## src/rtl/pipe_bus_ctrl.sv

```systemverilog
// Pipeline stall control and single-port memory bus arbiter (IF vs MEM) for the 5-stage MIPS32 core.
// Optional macro BUS_TIMEOUT_EN adds a TW-bit ack timeout that aborts a transfer after TIMEOUT cycles.
`timescale 1ns/1ps

module pipe_bus_ctrl #(
  parameter int unsigned TIMEOUT = 255,
  parameter int unsigned TW      = 8
) (
  input  logic        clk,
  input  logic        rst,
  input  logic        stallreq_id,
  input  logic        stallreq_ex,
  input  logic        if_req,
  input  logic [31:0] if_addr,
  input  logic        mem_req,
  input  logic        mem_we,
  input  logic [31:0] mem_addr,
  input  logic [31:0] mem_wdata,
  input  logic [3:0]  mem_sel,
  input  logic        bus_ack,
  input  logic [31:0] bus_rdata,
  output logic        bus_req,
  output logic        bus_we,
  output logic [31:0] bus_addr,
  output logic [31:0] bus_wdata,
  output logic [3:0]  bus_sel,
  output logic [31:0] if_rdata,
  output logic        if_valid,
  output logic [31:0] mem_rdata,
  output logic        mem_valid,
  output logic        bus_err,
  output logic [5:0]  stall
);

  localparam logic [1:0] S_IDLE    = 2'd0;
  localparam logic [1:0] S_IF_ACC  = 2'd1;
  localparam logic [1:0] S_MEM_ACC = 2'd2;

  localparam logic [5:0] STALL_MEM  = 6'b011111;
  localparam logic [5:0] STALL_EX   = 6'b001111;
  localparam logic [5:0] STALL_ID   = 6'b000111;
  localparam logic [5:0] STALL_IF   = 6'b000011;
  localparam logic [5:0] STALL_NONE = 6'b000000;

  logic [1:0]  state_q,     state_d;
  logic        bus_req_q,   bus_req_d;
  logic        bus_we_q,    bus_we_d;
  logic [31:0] bus_addr_q,  bus_addr_d;
  logic [31:0] bus_wdata_q, bus_wdata_d;
  logic [3:0]  bus_sel_q,   bus_sel_d;
  logic [31:0] if_rdata_q,  if_rdata_d;
  logic        if_valid_q,  if_valid_d;
  logic [31:0] mem_rdata_q, mem_rdata_d;
  logic        mem_valid_q, mem_valid_d;

  logic        xfer_abort;
  logic        xfer_done;
  logic [31:0] xfer_data;
  logic        wait_mem;
  logic        wait_if;

`ifdef BUS_TIMEOUT_EN
  localparam logic [TW-1:0] CNT_LAST = TW'(TIMEOUT - 1);

  logic [TW-1:0] cnt_q, cnt_d;
  logic          bus_err_q, bus_err_d;
  logic          in_xfer;

  assign in_xfer    = (state_q == S_IF_ACC) || (state_q == S_MEM_ACC);
  // Abort on the cycle whose increment would reach TIMEOUT; a same-cycle ack wins.
  assign xfer_abort = in_xfer && !bus_ack && (cnt_q == CNT_LAST);

  always_comb begin
    cnt_d     = cnt_q;
    bus_err_d = 1'b0;
    if (state_q == S_IDLE) begin
      cnt_d = '0;
    end else if (in_xfer) begin
      if (!bus_ack) begin
        cnt_d = cnt_q + 1'b1;
      end
      bus_err_d = xfer_abort;
    end
  end

  always_ff @(posedge clk) begin
    if (rst) begin
      cnt_q     <= '0;
      bus_err_q <= 1'b0;
    end else begin
      cnt_q     <= cnt_d;
      bus_err_q <= bus_err_d;
    end
  end

  assign bus_err = bus_err_q;
`else
  assign xfer_abort = 1'b0;
  assign bus_err    = 1'b0;
`endif

  assign xfer_done = bus_ack || xfer_abort;
  assign xfer_data = bus_ack ? bus_rdata : '0;

  // A requester in its valid cycle is not re-served, so its held req cannot restart the bus.
  assign wait_mem = mem_req && !mem_valid_q;
  assign wait_if  = if_req && !if_valid_q;

  always_comb begin
    state_d     = state_q;
    bus_req_d   = bus_req_q;
    bus_we_d    = bus_we_q;
    bus_addr_d  = bus_addr_q;
    bus_wdata_d = bus_wdata_q;
    bus_sel_d   = bus_sel_q;
    if_rdata_d  = if_rdata_q;
    if_valid_d  = 1'b0;
    mem_rdata_d = mem_rdata_q;
    mem_valid_d = 1'b0;

    case (state_q)
      S_IDLE: begin
        if (wait_mem) begin
          state_d     = S_MEM_ACC;
          bus_req_d   = 1'b1;
          bus_we_d    = mem_we;
          bus_addr_d  = mem_addr;
          bus_wdata_d = mem_wdata;
          bus_sel_d   = mem_sel;
        end else if (wait_if) begin
          state_d    = S_IF_ACC;
          bus_req_d  = 1'b1;
          bus_we_d   = 1'b0;
          bus_addr_d = if_addr;
          bus_sel_d  = 4'b1111;
        end
      end

      S_IF_ACC: begin
        if (xfer_done) begin
          state_d    = S_IDLE;
          bus_req_d  = 1'b0;
          bus_we_d   = 1'b0;
          if_rdata_d = xfer_data;
          if_valid_d = 1'b1;
        end
      end

      S_MEM_ACC: begin
        if (xfer_done) begin
          state_d     = S_IDLE;
          bus_req_d   = 1'b0;
          bus_we_d    = 1'b0;
          mem_valid_d = 1'b1;
          if (!bus_we_q) begin
            mem_rdata_d = xfer_data;
          end
        end
      end

      default: begin
        state_d   = S_IDLE;
        bus_req_d = 1'b0;
        bus_we_d  = 1'b0;
      end
    endcase
  end

  always_ff @(posedge clk) begin
    if (rst) begin
      state_q     <= S_IDLE;
      bus_req_q   <= 1'b0;
      bus_we_q    <= 1'b0;
      bus_addr_q  <= '0;
      bus_wdata_q <= '0;
      bus_sel_q   <= '0;
      if_rdata_q  <= '0;
      if_valid_q  <= 1'b0;
      mem_rdata_q <= '0;
      mem_valid_q <= 1'b0;
    end else begin
      state_q     <= state_d;
      bus_req_q   <= bus_req_d;
      bus_we_q    <= bus_we_d;
      bus_addr_q  <= bus_addr_d;
      bus_wdata_q <= bus_wdata_d;
      bus_sel_q   <= bus_sel_d;
      if_rdata_q  <= if_rdata_d;
      if_valid_q  <= if_valid_d;
      mem_rdata_q <= mem_rdata_d;
      mem_valid_q <= mem_valid_d;
    end
  end

  always_comb begin
    if (wait_mem) begin
      stall = STALL_MEM;
    end else if (stallreq_ex) begin
      stall = STALL_EX;
    end else if (stallreq_id) begin
      stall = STALL_ID;
    end else if (wait_if) begin
      stall = STALL_IF;
    end else begin
      stall = STALL_NONE;
    end
  end

  assign bus_req   = bus_req_q;
  assign bus_we    = bus_we_q;
  assign bus_addr  = bus_addr_q;
  assign bus_wdata = bus_wdata_q;
  assign bus_sel   = bus_sel_q;
  assign if_rdata  = if_rdata_q;
  assign if_valid  = if_valid_q;
  assign mem_rdata = mem_rdata_q;
  assign mem_valid = mem_valid_q;

endmodule

```

## config.mk

```make
export PLATFORM = sky130hd
export DESIGN_NAME = pipe_bus_ctrl
export DESIGN_NICKNAME = d
export VERILOG_FILES = /design/src/rtl/pipe_bus_ctrl.sv
export SDC_FILE = /design/constraint.sdc
export NUM_CORES = 1
export LEC_CHECK = 0
export ABC_CLOCK_PERIOD_IN_PS = 1850
export BUFFER_PORTS_ARGS = -buffer_cell sky130_fd_sc_hd__buf_2
export CORE_ASPECT_RATIO = 0.5
export CORE_MARGIN = 1
export CORE_UTILIZATION = 45
export DETAILED_ROUTE_END_ITERATION = 12
export PLACE_DENSITY = 0.8
export SLEW_MARGIN = 20
export SYNTH_ARGS = -nofsm -noshare
export SYNTH_HDL_FRONTEND = slang
export SYNTH_SLANG_ARGS = --single-unit
export TNS_END_PERCENT = 20
```

## constraint.sdc

```tcl
create_clock -name clk -period 1.85 [get_ports clk]
set_input_delay 0.185 -clock clk [delete_from_list [all_inputs] [get_ports clk]]
set_output_delay 0.185 -clock clk [all_outputs]
set_load 0.03 [all_outputs]
```

Word level (Yosys, flattened, before mapping)
Index checks and enable logic that the tools add are counted.
W data, S select, Z words.

storage, ports and cells
  input bits = 140
  word-level logic and storage cells = 51
  bits in registers = 138
  output and inout port bits = 143

cells by class
  muxes and demuxes = 20
  equal/unequal tests = 4
  bitwise gates (word level) = 3
  reduce and logical (&&, ||, !) cells = 14

operators by type and width
  cell                  number
  $mux W32              2
  $mux W4               3
  $mux W2               4
  $reduce_and A2 Y1     4
  $mux W1               6
  $reduce_or A2 Y1      3
  $mux W5               1
  $pmux W1 S2           2
  $pmux W2 S2           1
  $mux W3               1
  $ne A3 B3 Y1 const B  1
  $not A1 Y1            3
  $reduce_and A3 Y1     1
  $eq A2 B1 Y1 const B  1
  $eq A2 B2 Y1 const B  1
  $logic_and A1 B1 Y1   2
  $logic_not A1 Y1      2
  $logic_not A2 Y1      1
  $ne A2 B1 Y1 const B  1
  $reduce_bool A2 Y1    1

Longest topological paths before layout
  word-level depth = 6
  depth in mapped cells = 8
  gate-level depth less buffers = 5

Worst setup path after synthesis
Ideal clock, no wire load.

  path kind = reg-to-output
  from = register mem_valid_q, in the netlist mem_valid
  to = output port stall[1]
  arrival = 1.841 ns
  path slack = -0.176 ns
  data required time = 1.665 ns
  cell stages (with the launch flop) = 6
  path buffers = 1
  cells stage by stage = dfxtp_1 nand2b_1 inv_1 or3_1 nand2b_1 buf_4

between the ends
  cells in the longest elaborated chain, start to end = 3

RTL lines
  item                    line  RTL
  from (decl)             54    logic mem_valid_q, mem_valid_d;
  from (signal assigned)  191   mem_valid_q <= mem_valid_d;
  $logic_not A1 Y1        106   assign wait_mem = mem_req && !mem_valid_q;
  $logic_and A1 B1 Y1     106
  via wait_mem            59    logic wait_mem;
  $mux W5                 196   if (wait_mem) begin
  to (decl)               32    output logic [5:0] stall

The timed path passes the listed nets, and every way through them passes these cells.

Worst setup path after layout
  from = register mem_valid_q, in the netlist mem_valid
  to = output port stall[0]

between the ends
  cells in the longest elaborated chain, start to end = 3

RTL lines
  item                 line
  $logic_not A1 Y1     106
  $logic_and A1 B1 Y1  106
  $mux W5              196

No other way between the ends.

==> metrics list <==
* Leak pwr: 3.54 nW
* Final routed wire length divided by cell count: 14.1 um
- Across all register-to-register paths, the minimum setup slack is 0.21 ns.
- Sort of element at the start of the critical path: flop
- Required arrival time at the worst endpoint: 1.66 ns
- Number of different library cells in the post-synthesis netlist: 29
- After clock tree synthesis, the setup repair step added 0 buffers.
- Fill cells in the final layout number 968.
- Worst flop-to-flop path startpoint: state_q[1]
* Vertical extent of the die: 78.7 um
- Cell depth of the worst flop-to-flop path: 6
* Number of enable-type register cells in the synthesized netlist: 0
- Switching power total: ~2.5 mW
- Effective utilization at floorplan: 0.471
- The tool flagged a number of max-cap violations equal to 0.
* Final weighted congestion in routability-driven placement: 0.849
* Total Neg Setup Slack: 0 ns
- Clock power frac: 0.424
- Final core occ: 0.666
* Multi-input logic area: 2120 sq um
* CP Class: reg2out
* Post-synthesis cell area: 5290 sq um
- The worst path meets setup with around 0.085 ns of slack.
- At the later pin of the worst-skew pair, clock insertion delay measures 0.40 ns.
- Final HPWL DP: 10200 um
- The critical path starts at mem_valid.
* Clock root buffer: clkbuf_16
- In this run the standard cell core region covers 11200 sq um.
- Flop and latch count out of synthesis: 138
- Number of top-level pins: roughly 280
- DIE WIDTH: around 160 um
* Worst setup endpoint: stall[0]
- The floorplan step defined a die boundary enclosing 12200 sq um.
* # DRC: 0
- The run finished with clean final reports.
* Slowest cell delay on critical path: 0.35 ns
* Share of total power in sequential cells: 0.383
- The first detailed-routing pass took 4 iterations.
- Counting flops with an async set or reset pin after synthesis yields a share of 0.
- IR drop worst, VDD: 637 uV
- Via-to-Cell Ratio: roughly 5
* Portion of the clock cycle consumed by the worst path in the final layout: 0.954
- RSZ-0062 raised after global routing: false
- Slowest cell on the critical path: dfxtp_2
- Entering global routing, the biggest net connects 54 pins.
- Post-CTS Resized: 4
* ANT nets after route: 0
- Number of port buffers: 280
* Placed instance area: 6790 sq um
* Vias after detailed routing: 5123
- Along the worst path, the maximum fanout reaches 5.
- Summed area of non-filler cells in the final layout: 7470 sq um
* Total number of clock tree sinks: 138
- The cell that appears most often on the critical path is nand2b_4.
* Site Rows: 27
- During synthesis, Yosys emitted a total of 0 warnings.
* GRT Util Overall: 0.243
- Final net count: 1023
* Clock tree from TritonCTS: yes
- Cell-internal power: 6.24 mW
- Pre-CTS setup slack: 0.244 ns
- In the synthesized netlist the dominant register cell turns out to be dfxtp_1.
- Dividing total power by cell area gives a power density of between 1000 and 1500 nW/um^2.
* Switching share of total power: 0.282
- The worst setup path is captured at an output pin.
- Dividing the synthesized area by the synthesized cell count gives 8.57 sq um.
- The worst register-to-register path ends at bus_wdata[8].
* Hold_buf cts: 0
- Area growth, synth to finish: 41.2%
- DR iter-0 viols: 300
* Number of pins exceeding their max-slew limit in the final report: 0
- Of the total power, combinational logic draws 0.193.
* Arr. time, crit path: approximately 1.6 ns
- Of the cells placed in the final design, the portion with a size suffix greater than 1 is 0.377.
* Synthesized instance count: 617
* Number of global-route vias before repair: 4860
- The final number of hold-violating endpoints was 0.
* Diode insertion count for antenna repair: 0
- The first global-routing pass estimated 23400 um of wire.
- The number of clock buffers added by TritonCTS is 17.
* Seq/Total Area, Yosys: 0.522
- The H-tree was split into 4 levels.
* Drt total wl: 14800 um
- For this run, the top clock speed supported by timing is approximately 570 MHz.
- The critical path goes through nand2b_4 > inv_2 > or3_1 > nand2b_4 > buf_6.
- Clock-pin slew was measured on the worst setup and hold paths at 0.06 ns.
- Worst min-delay path category: in2reg
- The clock passes through at most 2 buffers.
* Antenna violations before repair: 0
- Minimum clock period: between 1.5 and 2 ns
- Setup violations remaining at the end of the flow were counted as 0.
* Sequential cell area: 2760 sq um
- Total gr overflow: 0
* Worst-case clock skew: ~0.0093 ns
layer usage:
layer	vias up	wire, um	share of wire	track usage
met5	-	0	0	0
met4	0	290	0.020	0.102
met3	22	857	0.058	0.0629
met2	160	7480	0.50	0.433
met1	2361	6190	0.42	0.280
li1	2580	-	-	-
power groups by stage:
stage	combinational (mW)	sequential (mW)	clock (mW)
2_1_floorplan	0.665	3.85	0
3_3_place_gp	1.65	3.38	0
3_5_place_dp	1.67	3.39	0
4_1_cts	1.68	3.33	3.76
5_1_grt	1.81	3.36	3.90
6_report	1.68	3.33	3.69
worst max-delay path: cells and delay by family (launching register included):
family                 cells  cell delay (ns)
AND/OR/NAND/NOR            3             0.62
flip-flops                 1             0.35
buffers and inverters      2             0.21
layout make-up:
class | instances | share of cell area
Clock buffer | 20 | 0.0612
Clock inverter | 12 | 0.0261
Inverter | 36 | 0.0181
Multi-Input combinational cell | 393 | 0.284
Sequential cell | 138 | 0.370
Tap cell | 159 | 0.0266
Timing Repair Buffer | 294 | 0.214
kinds of logic (layout without fill, tap and decap cells):
logic type      Yosys count  count (layout)  synth area share
buf+inv                  87             362            0.0800
fa+ha+maj                 3               3           0.00710
flops                   138             138             0.522
simple gates            217             217             0.165
other cells               1               2          0.000709
compound gates          139             139             0.164
mux                      32              32            0.0606
synthesized netlist by cell type (4+ instances only):
library cell,instances,area [sq um]
a21oi_1,99,495
nand2_1,194,728
buf_6,4,45.0
inv_1,36,135
nand2b_1,5,31.3
buf_2,14,70.1
nand3_1,4,20.0
dfxtp_1,138,2760
o32ai_1,32,280
buf_4,13,97.6
o221a_2,5,56.3
mux2i_1,32,320
clkbuf_1,17,63.8
through the flow:
step	std cells	hold slack, ns	total power, mW
floorplan	618	0.321	4.51
global placement	1020	0.425	5.03
detailed placement	1020	0.432	5.06
CTS	1052	0.00652	8.77
global route	1052	0.00553	9.06
finish	1052	0.0195	8.70
flip-flops by register name (all words and copies together) (netlist names):
signal / cells
if_rdata: 32
state_q: 2
if_valid: 1
bus_addr: 32
mem_valid: 1
bus_wdata: 32
bus_req: 1
bus_we: 1
mem_rdata: 32
bus_sel: 4
cells in the final DEF (no fill, tap or decap), types with 4 or more instances in the layout:
master | netlist | routed
a21oi_1 | 99 | 99
buf_12 | 0 | 6
buf_2 | 14 | 277
buf_4 | 13 | 9
bufinv_16 | 0 | 5
clkbuf_16 | 0 | 17
clkinv_2 | 0 | 4
dfxtp_1 | 138 | 137
inv_1 | 36 | 35
mux2i_1 | 32 | 32
nand2_1 | 194 | 194
nand3_1 | 4 | 4
o221a_2 | 5 | 5
o32ai_1 | 32 | 32
worst min path at each step:
stage | start | endpoint | slack (ns) | depth (start not counted)
5_1_grt | mem_wdata[4] | bus_wdata[4] | 0.006 | 3
3_5_place_dp | mem_wdata[4] | bus_wdata[4] | 0.43 | 3
4_1_cts | mem_wdata[20] | bus_wdata[20] | 0.007 | 3
2_1_floorplan | mem_wdata[10] | bus_wdata[10] | 0.32 | 2
6_report | mem_wdata[21] | bus_wdata[21] | 0.02 | 3
3_3_place_gp | mem_wdata[19] | bus_wdata[19] | 0.42 | 3
Power figures use the tool's default switching activity.
